$ cat config.mk
export PLATFORM = sky130hd
export DESIGN_NAME = mux_scan_nx1
export DESIGN_NICKNAME = d
export VERILOG_FILES = /design/src/rtl/mux_scan_pkg.sv /design/src/rtl/rr_next_idx.sv /design/src/rtl/mux_scan_nx1.sv
export SDC_FILE = /design/constraint.sdc
export NUM_CORES = 1
export LEC_CHECK = 0
export CAP_MARGIN = 5
export CORE_UTILIZATION = 30
export CTS_BUF_LIST = sky130_fd_sc_hd__clkbuf_4 sky130_fd_sc_hd__clkbuf_8
export CTS_CLUSTER_DIAMETER = 30
export DETAILED_ROUTE_END_ITERATION = 8
export PLACE_DENSITY = 0.48
export SLEW_MARGIN = 30
export SYNTH_ARGS = -nofsm -noshare
export SYNTH_HDL_FRONTEND = slang
export SYNTH_SLANG_ARGS = --single-unit
$ cat constraint.sdc
create_clock -name clk -period 5.2 [get_ports clk]
set_input_delay 1.04 -clock clk [delete_from_list [all_inputs] [get_ports clk]]
set_output_delay 1.04 -clock clk [all_outputs]
set_load 0.05 [all_outputs]
$ cat src/rtl/mux_scan_pkg.sv
// Shared types and helpers for the scanning N:1 multiplexer and the
// circular next-index search.
//   state_t    : S_MAN (follow sel), S_SCAN (auto-step), S_EMPTY (scan, no channels)
//   safe_clog2 : $clog2 that never returns 0, so vectors are always at least 1 bit wide
package mux_scan_pkg;

    typedef enum logic [1:0] {
        S_MAN   = 2'd0,
        S_SCAN  = 2'd1,
        S_EMPTY = 2'd2
    } state_t;

    function automatic int safe_clog2(input int n);
        return (n < 2) ? 1 : $clog2(n);
    endfunction

endpackage

$ cat src/rtl/rr_next_idx.sv
// Combinational circular search: the first set bit of mask strictly after
// index cur, trying cur+1 .. N_CH-1 and then 0 .. cur. If cur is not a legal
// index (cur >= N_CH), the search starts at 0 instead.
// Ports:
//   mask    : candidate bitmap, bit k stands for index k
//   cur     : starting index, which is excluded until the search wraps back to it
//   nxt     : index that was found (0 when none)
//   wrapped : nxt <= cur, i.e. the search went past the top index
//   none    : mask has no set bit
module rr_next_idx
    import mux_scan_pkg::*;
#(
    parameter  int N_CH = 8,
    localparam int SW   = safe_clog2(N_CH)
) (
    input  logic [N_CH-1:0] mask,
    input  logic [SW-1:0]   cur,
    output logic [SW-1:0]   nxt,
    output logic            wrapped,
    output logic            none
);

    always_comb begin
        int   start;
        int   idx;
        logic found;
        // NOTE: every output gets a default before any conditional assignment,
        // so no path through this block leaves a value unassigned and no latch
        // is inferred.
        nxt     = '0;
        wrapped = 1'b0;
        found   = 1'b0;
        start   = (int'(cur) < N_CH) ? int'(cur) + 1 : 0;
        idx     = 0;
        for (int i = 0; i < N_CH; i++) begin
            idx = start + i;
            if (idx >= N_CH) idx = idx - N_CH;
            if (!found && mask[idx[SW-1:0]]) begin
                found = 1'b1;
                nxt   = idx[SW-1:0];
            end
        end
        none    = !found;
        wrapped = found && (nxt <= cur);
    end

endmodule

$ cat src/rtl/mux_scan_nx1.sv
// Registered N_CH:1 multiplexer of W-bit channels with two modes.
//   manual (mode=0): follows sel. A select beyond the last channel gives out=0
//                    and out_valid=0.
//   scan   (mode=1): holds each enabled channel for DWELL cycles and then steps
//                    to the next enabled one, going round in a circle. wrap
//                    pulses when the step goes down or stays on the same index.
// Ports:
//   clk, rst_n : rising-edge clock, asynchronous active-low reset
//   in         : packed channels, channel k at in[k*W +: W]
//   sel        : manual-mode channel select
//   mode       : 0 = manual, 1 = scan
//   en_mask    : scan-mode channel enables
//   out        : registered data of channel cur_sel (0 when not valid)
//   cur_sel    : index that drives out
//   out_valid  : out holds a legal channel's data
//   wrap       : one-cycle pulse when scan steps to an index <= the previous one
module mux_scan_nx1
    import mux_scan_pkg::*;
#(
    parameter  int N_CH  = 8,
    parameter  int W     = 1,
    parameter  int DWELL = 4,
    localparam int SW    = safe_clog2(N_CH)
) (
    input  logic              clk,
    input  logic              rst_n,
    input  logic [N_CH*W-1:0] in,
    input  logic [SW-1:0]     sel,
    input  logic              mode,
    input  logic [N_CH-1:0]   en_mask,
    output logic [W-1:0]      out,
    output logic [SW-1:0]     cur_sel,
    output logic              out_valid,
    output logic              wrap
);

    localparam int            CW       = safe_clog2(DWELL);
    localparam logic [CW-1:0] CNT_LAST = CW'(DWELL - 1);

    state_t        state_q, state_nxt;
    logic [CW-1:0] cnt_q, cnt_nxt;
    logic [SW-1:0] sel_nxt;
    logic [W-1:0]  data_nxt;
    logic          valid_nxt, wrap_nxt;
    logic [W-1:0]  ch [N_CH];
    logic [SW-1:0] rr_nxt;
    logic          rr_wrapped, rr_none;
    logic          cur_enabled;

    always_comb begin
        for (int k = 0; k < N_CH; k++) ch[k] = in[k*W +: W];
    end

    // Searches from the index that is currently registered. That covers a
    // normal step, a step after the current channel was dropped, and entry into
    // scan mode (from 0 if a manual select left cur_sel out of range).
    rr_next_idx #(.N_CH(N_CH)) u_rr (
        .mask    (en_mask),
        .cur     (cur_sel),
        .nxt     (rr_nxt),
        .wrapped (rr_wrapped),
        .none    (rr_none)
    );

    // The range test comes first, so an out-of-range manual select never reads
    // past the top of en_mask.
    assign cur_enabled = (int'(cur_sel) < N_CH) && en_mask[cur_sel];

    // rr_none is set exactly when en_mask is all zero.
    always_comb begin
        state_nxt = S_MAN;
        if (mode) state_nxt = rr_none ? S_EMPTY : S_SCAN;
    end

    always_comb begin
        sel_nxt   = cur_sel;
        cnt_nxt   = '0;
        valid_nxt = 1'b0;
        wrap_nxt  = 1'b0;
        unique case (state_nxt)
            S_MAN: begin
                sel_nxt   = sel;
                valid_nxt = (int'(sel) < N_CH);
            end
            S_SCAN: begin
                valid_nxt = 1'b1;
                if (state_q != S_SCAN) begin
                    // Entry: keep the current channel if it may be scanned.
                    // The dwell starts fresh and there is no wrap pulse.
                    sel_nxt = cur_enabled ? cur_sel : rr_nxt;
                end else if (cnt_q == CNT_LAST || !cur_enabled) begin
                    sel_nxt  = rr_nxt;
                    wrap_nxt = rr_wrapped;
                end else begin
                    cnt_nxt = cnt_q + CW'(1);
                end
            end
            default: ; // S_EMPTY: hold cur_sel, output nothing
        endcase
        data_nxt = valid_nxt ? ch[sel_nxt] : '0;
    end

    // NOTE: state is updated only with non-blocking assignments. Every register
    // then samples the values from before the edge, whatever order the
    // statements are written in.
    always_ff @(posedge clk or negedge rst_n) begin
        if (!rst_n) begin
            state_q   <= S_MAN;
            cnt_q     <= '0;
            cur_sel   <= '0;
            out       <= '0;
            out_valid <= 1'b0;
            wrap      <= 1'b0;
        end else begin
            state_q   <= state_nxt;
            cnt_q     <= cnt_nxt;
            cur_sel   <= sel_nxt;
            out       <= data_nxt;
            out_valid <= valid_nxt;
            wrap      <= wrap_nxt;
        end
    end

endmodule

==> key figures, run 1 <==
Outcome
  – Outcome: finished clean

Synth
  – Largest cells by area after synthesis: dfrtp_1 13%, mux4_2 13%, mux2_2 5.9%, mux2i_1 5.7%, mux4_1 5.5%
  – Synth Cell Area: 1921 µm²
  – Synth async-reset ratio: 1.000
  – Yosys warns: 0
  – Sequential area share after synthesis: 0.1303
  – Ys flop type: dfrtp_1
  – Post-synth top area cell: dfrtp_1
  – Syn Nets: 240
  – Post-synth EDFFs: 0
  – Synth cell types: 60
  – Syn_area_per_cell: 9.059 µm²
  – Top cells by count, synth: 21 x nand2_1, 14 x nor2_1, 13 x a21oi_1, 12 x inv_1
  – Yosys top cell area share: 0.1303
  – Cell with the most instances after synthesis: nand2_1
  – Gate Count Post-Synth: 212
  – Seq cells post-synth: 10

Detailed routing
  – Routed WL per cell: 16.37 µm
  – Post-DR vias/cell: 5.536
  – Antenna Violating Nets Remaining: 0
  – DRC errors left: 0
  – Routed via count: 1,683
  – DR iter-0 viols: 99
  – DRT Pass-1 Iters: 4
  – Drt total wl: 4977 µm

Floorplanning
  – Row count: 28
  – Ports: 28
  – Core area: 6061 µm²
  – Die Y: 82.01 µm
  – Initial core utilization: 0.3169
  – Die area: 6726 µm²
  – Die Width: 82.01 µm

Clock tree
  – Num CTS Buffers: 3
  – Clock Path Buffers: 2
  – CTS clock-pin slew for the worst setup and hold paths: 50 ps
  – # hold bufs at CTS: 0
  – Htree depth: 1
  – CTS tree: done
  – CTS Root Buffer Type: clkbuf_8
  – Setup bufs post-CTS: 0
  – Post-CTS sizing: 0
  – Clk sink count: 10
  – Clk Latency, worst-skew pair: 240 ps

Cells and area
  – Number of antenna diodes: 0
  – Fill cells: 606
  – Nets@finish: 258
  – Syn-to-layout area delta: 17.46%
  – Share of cells above drive strength 1: 0.1878

STA
  – WHS: 429.5 ps
  – Period minus WS final: 4446 ps
  – Setup TNS: 0 ps
  – Fmax: 0.2249 GHz
  – Final hold vios: 0
  – Max Slew Vio Count: 0
  – Setup violations, final: 0
  – Clock Skew: 6.284 ps
  – Slew HR: 0.4736
  – Unrepaired setup endpoints after global routing: false
  – Period utilization: 0.8550
  – Worst-margin pin slew: 789.5 ps

Min path
  – Worst min path class: register to register

Setup path
  – Crit path cell chain: clkinv_1, ha_1, mux2_2, mux4_2, a21oi_1, nand2_1, mux2_2, a22o_1, o211ai_1, ha_1, a21o_1, a21oi_1, a31oi_1, nor3_1
  – Crit end category: register
  – Crit path launch type: register
  – Critical Path Max Stage Delay: around 900 ps
  – CP required: roughly 5400 ps
  – Worst-path maximum fanout: 21
  – Setup CP Type: register to register
  – Worst path slowest cell: ha_1
  – Arr. time, crit path: 4600 ps

Placement
  – Routability cong.: slightly below 0.8
  – Port Buffers: 27
  – Placed wire-length estimate: between 3000 and 4000 µm

Global routing
  – Initial antenna violation count: 0
  – Total congestion overflow: 0
  – First-pass GRT wire length: 8176 µm
  – GR Util All Layers: 0.1613
  – Vias in the first global route: 1,548
  – Largest net degree at the start of global routing: 30

Job
  – Max-Cap Viols: 0
-- stage by stage --
stage | utilization | cells | instance area (µm²) | worst slack (ps)
5_1_grt | 0.3722 | 304 | 2256 | 450.4
3_3_place_gp | 0.3631 | 300 | 2201 | 739.0
3_5_place_dp | 0.3631 | 300 | 2201 | 653.8
4_1_cts | 0.3722 | 304 | 2256 | 700.3
2_1_floorplan | - | 212 | 1921 | 1169
6_report | 0.3722 | 304 | 2256 | 754.1
-- logic make-up after synthesis --
kind of cell / share of synthesized area
multiplexers: 0.2997
AND/OR/NAND/NOR: 0.2248
flip-flops: 0.1303
adder cells (fa/ha/maj): 0.03909
buffers and inverters: 0.08663
AO/OA/AOI/OAI: 0.1772
XOR/XNOR: 0.04235
-- final cells by class --
cell class / instances / area (µm²) / share of cell area
clock buffers: 4 / 55.05 / 0.02440
inverters: 14 / 52.55 / 0.02329
multi-input cells: 170 / 1504 / 0.6667
flip-flops and latches: 10 / 250.2 / 0.1109
well taps: 75 / 93.84 / 0.04160
repair buffers: 31 / 300.3 / 0.1331
-- registers in the layout, indices dropped and copies added, names as in the netlist --
name and count:
cur_sel 3, cnt_q 2, state_q 2, out 1
out_valid 1, wrap 1
-- critical path, delay by kind of cell (launching register included) --
family	cells	cell delay, ps
AO/OA/AOI/OAI	6	1070
AND/OR/NAND/NOR	2	240
buffers and inverters	1	240
multiplexers	3	1250
adder cells (fa/ha/maj)	2	1200
flip-flops	1	350
-- final timing paths --
path | slack [ps] | cells past startpoint | to | startpoint
setup / recovery | 750 | 14 | wrap$_DFF_PN0_ | cur_sel[0]$_DFF_PN0_
hold / removal | 430 | 1 | cnt_q[0]$_DFF_PN0_ | cnt_q[0]$_DFF_PN0_
setup reg to reg | 750 | 14 | wrap$_DFF_PN0_ | cur_sel[0]$_DFF_PN0_
hold reg to reg | 430 | 1 | cnt_q[0]$_DFF_PN0_ | cnt_q[0]$_DFF_PN0_
max in group asynchronous | 3720 | 1 | cnt_q[0]$_DFF_PN0_ | rst_n
min in group asynchronous | 1140 | 1 | state_q[1]$_DFF_PN0_ | rst_n
-- layer usage --
layer | vias up | GRT usage | share of wire
li1 | 828 | - | -
met1 | 820 | 0.2285 | 0.49
met2 | 33 | 0.2579 | 0.47
met3 | 2 | 0.03000 | 0.041
met4 | 0 | 0.02281 | 0.0038
met5 | - | 0 | 0
-- cell usage in the layout (no fill, tap or decap), types with 5 or more instances in the layout --
cell             instances
clkdlybuf4s50_1         27
nand2_1                 21
nor2_1                  14
a21oi_1                 13
inv_1                   12
mux2i_1                 11
mux4_2                  11
mux2_2                  10
dfrtp_1                 10
ha_1                     6
nor3_1                   5
Power of run 1 is left out: the tool's default activity adds up to more than one toggle a clock period on the data nets, which glitch-free logic cannot reach.
==> run 2: changes to the inputs <==
CTS_CLUSTER_SIZE = 30   (was not set)
SKIP_LAST_GASP = 1   (was not set)
TNS_END_PERCENT = 20   (was not set)
==> results of run 2 <==
No change in the layout: final DEF, timing and power equal those of run 1.
Power of run 2 is left out for the same reason.
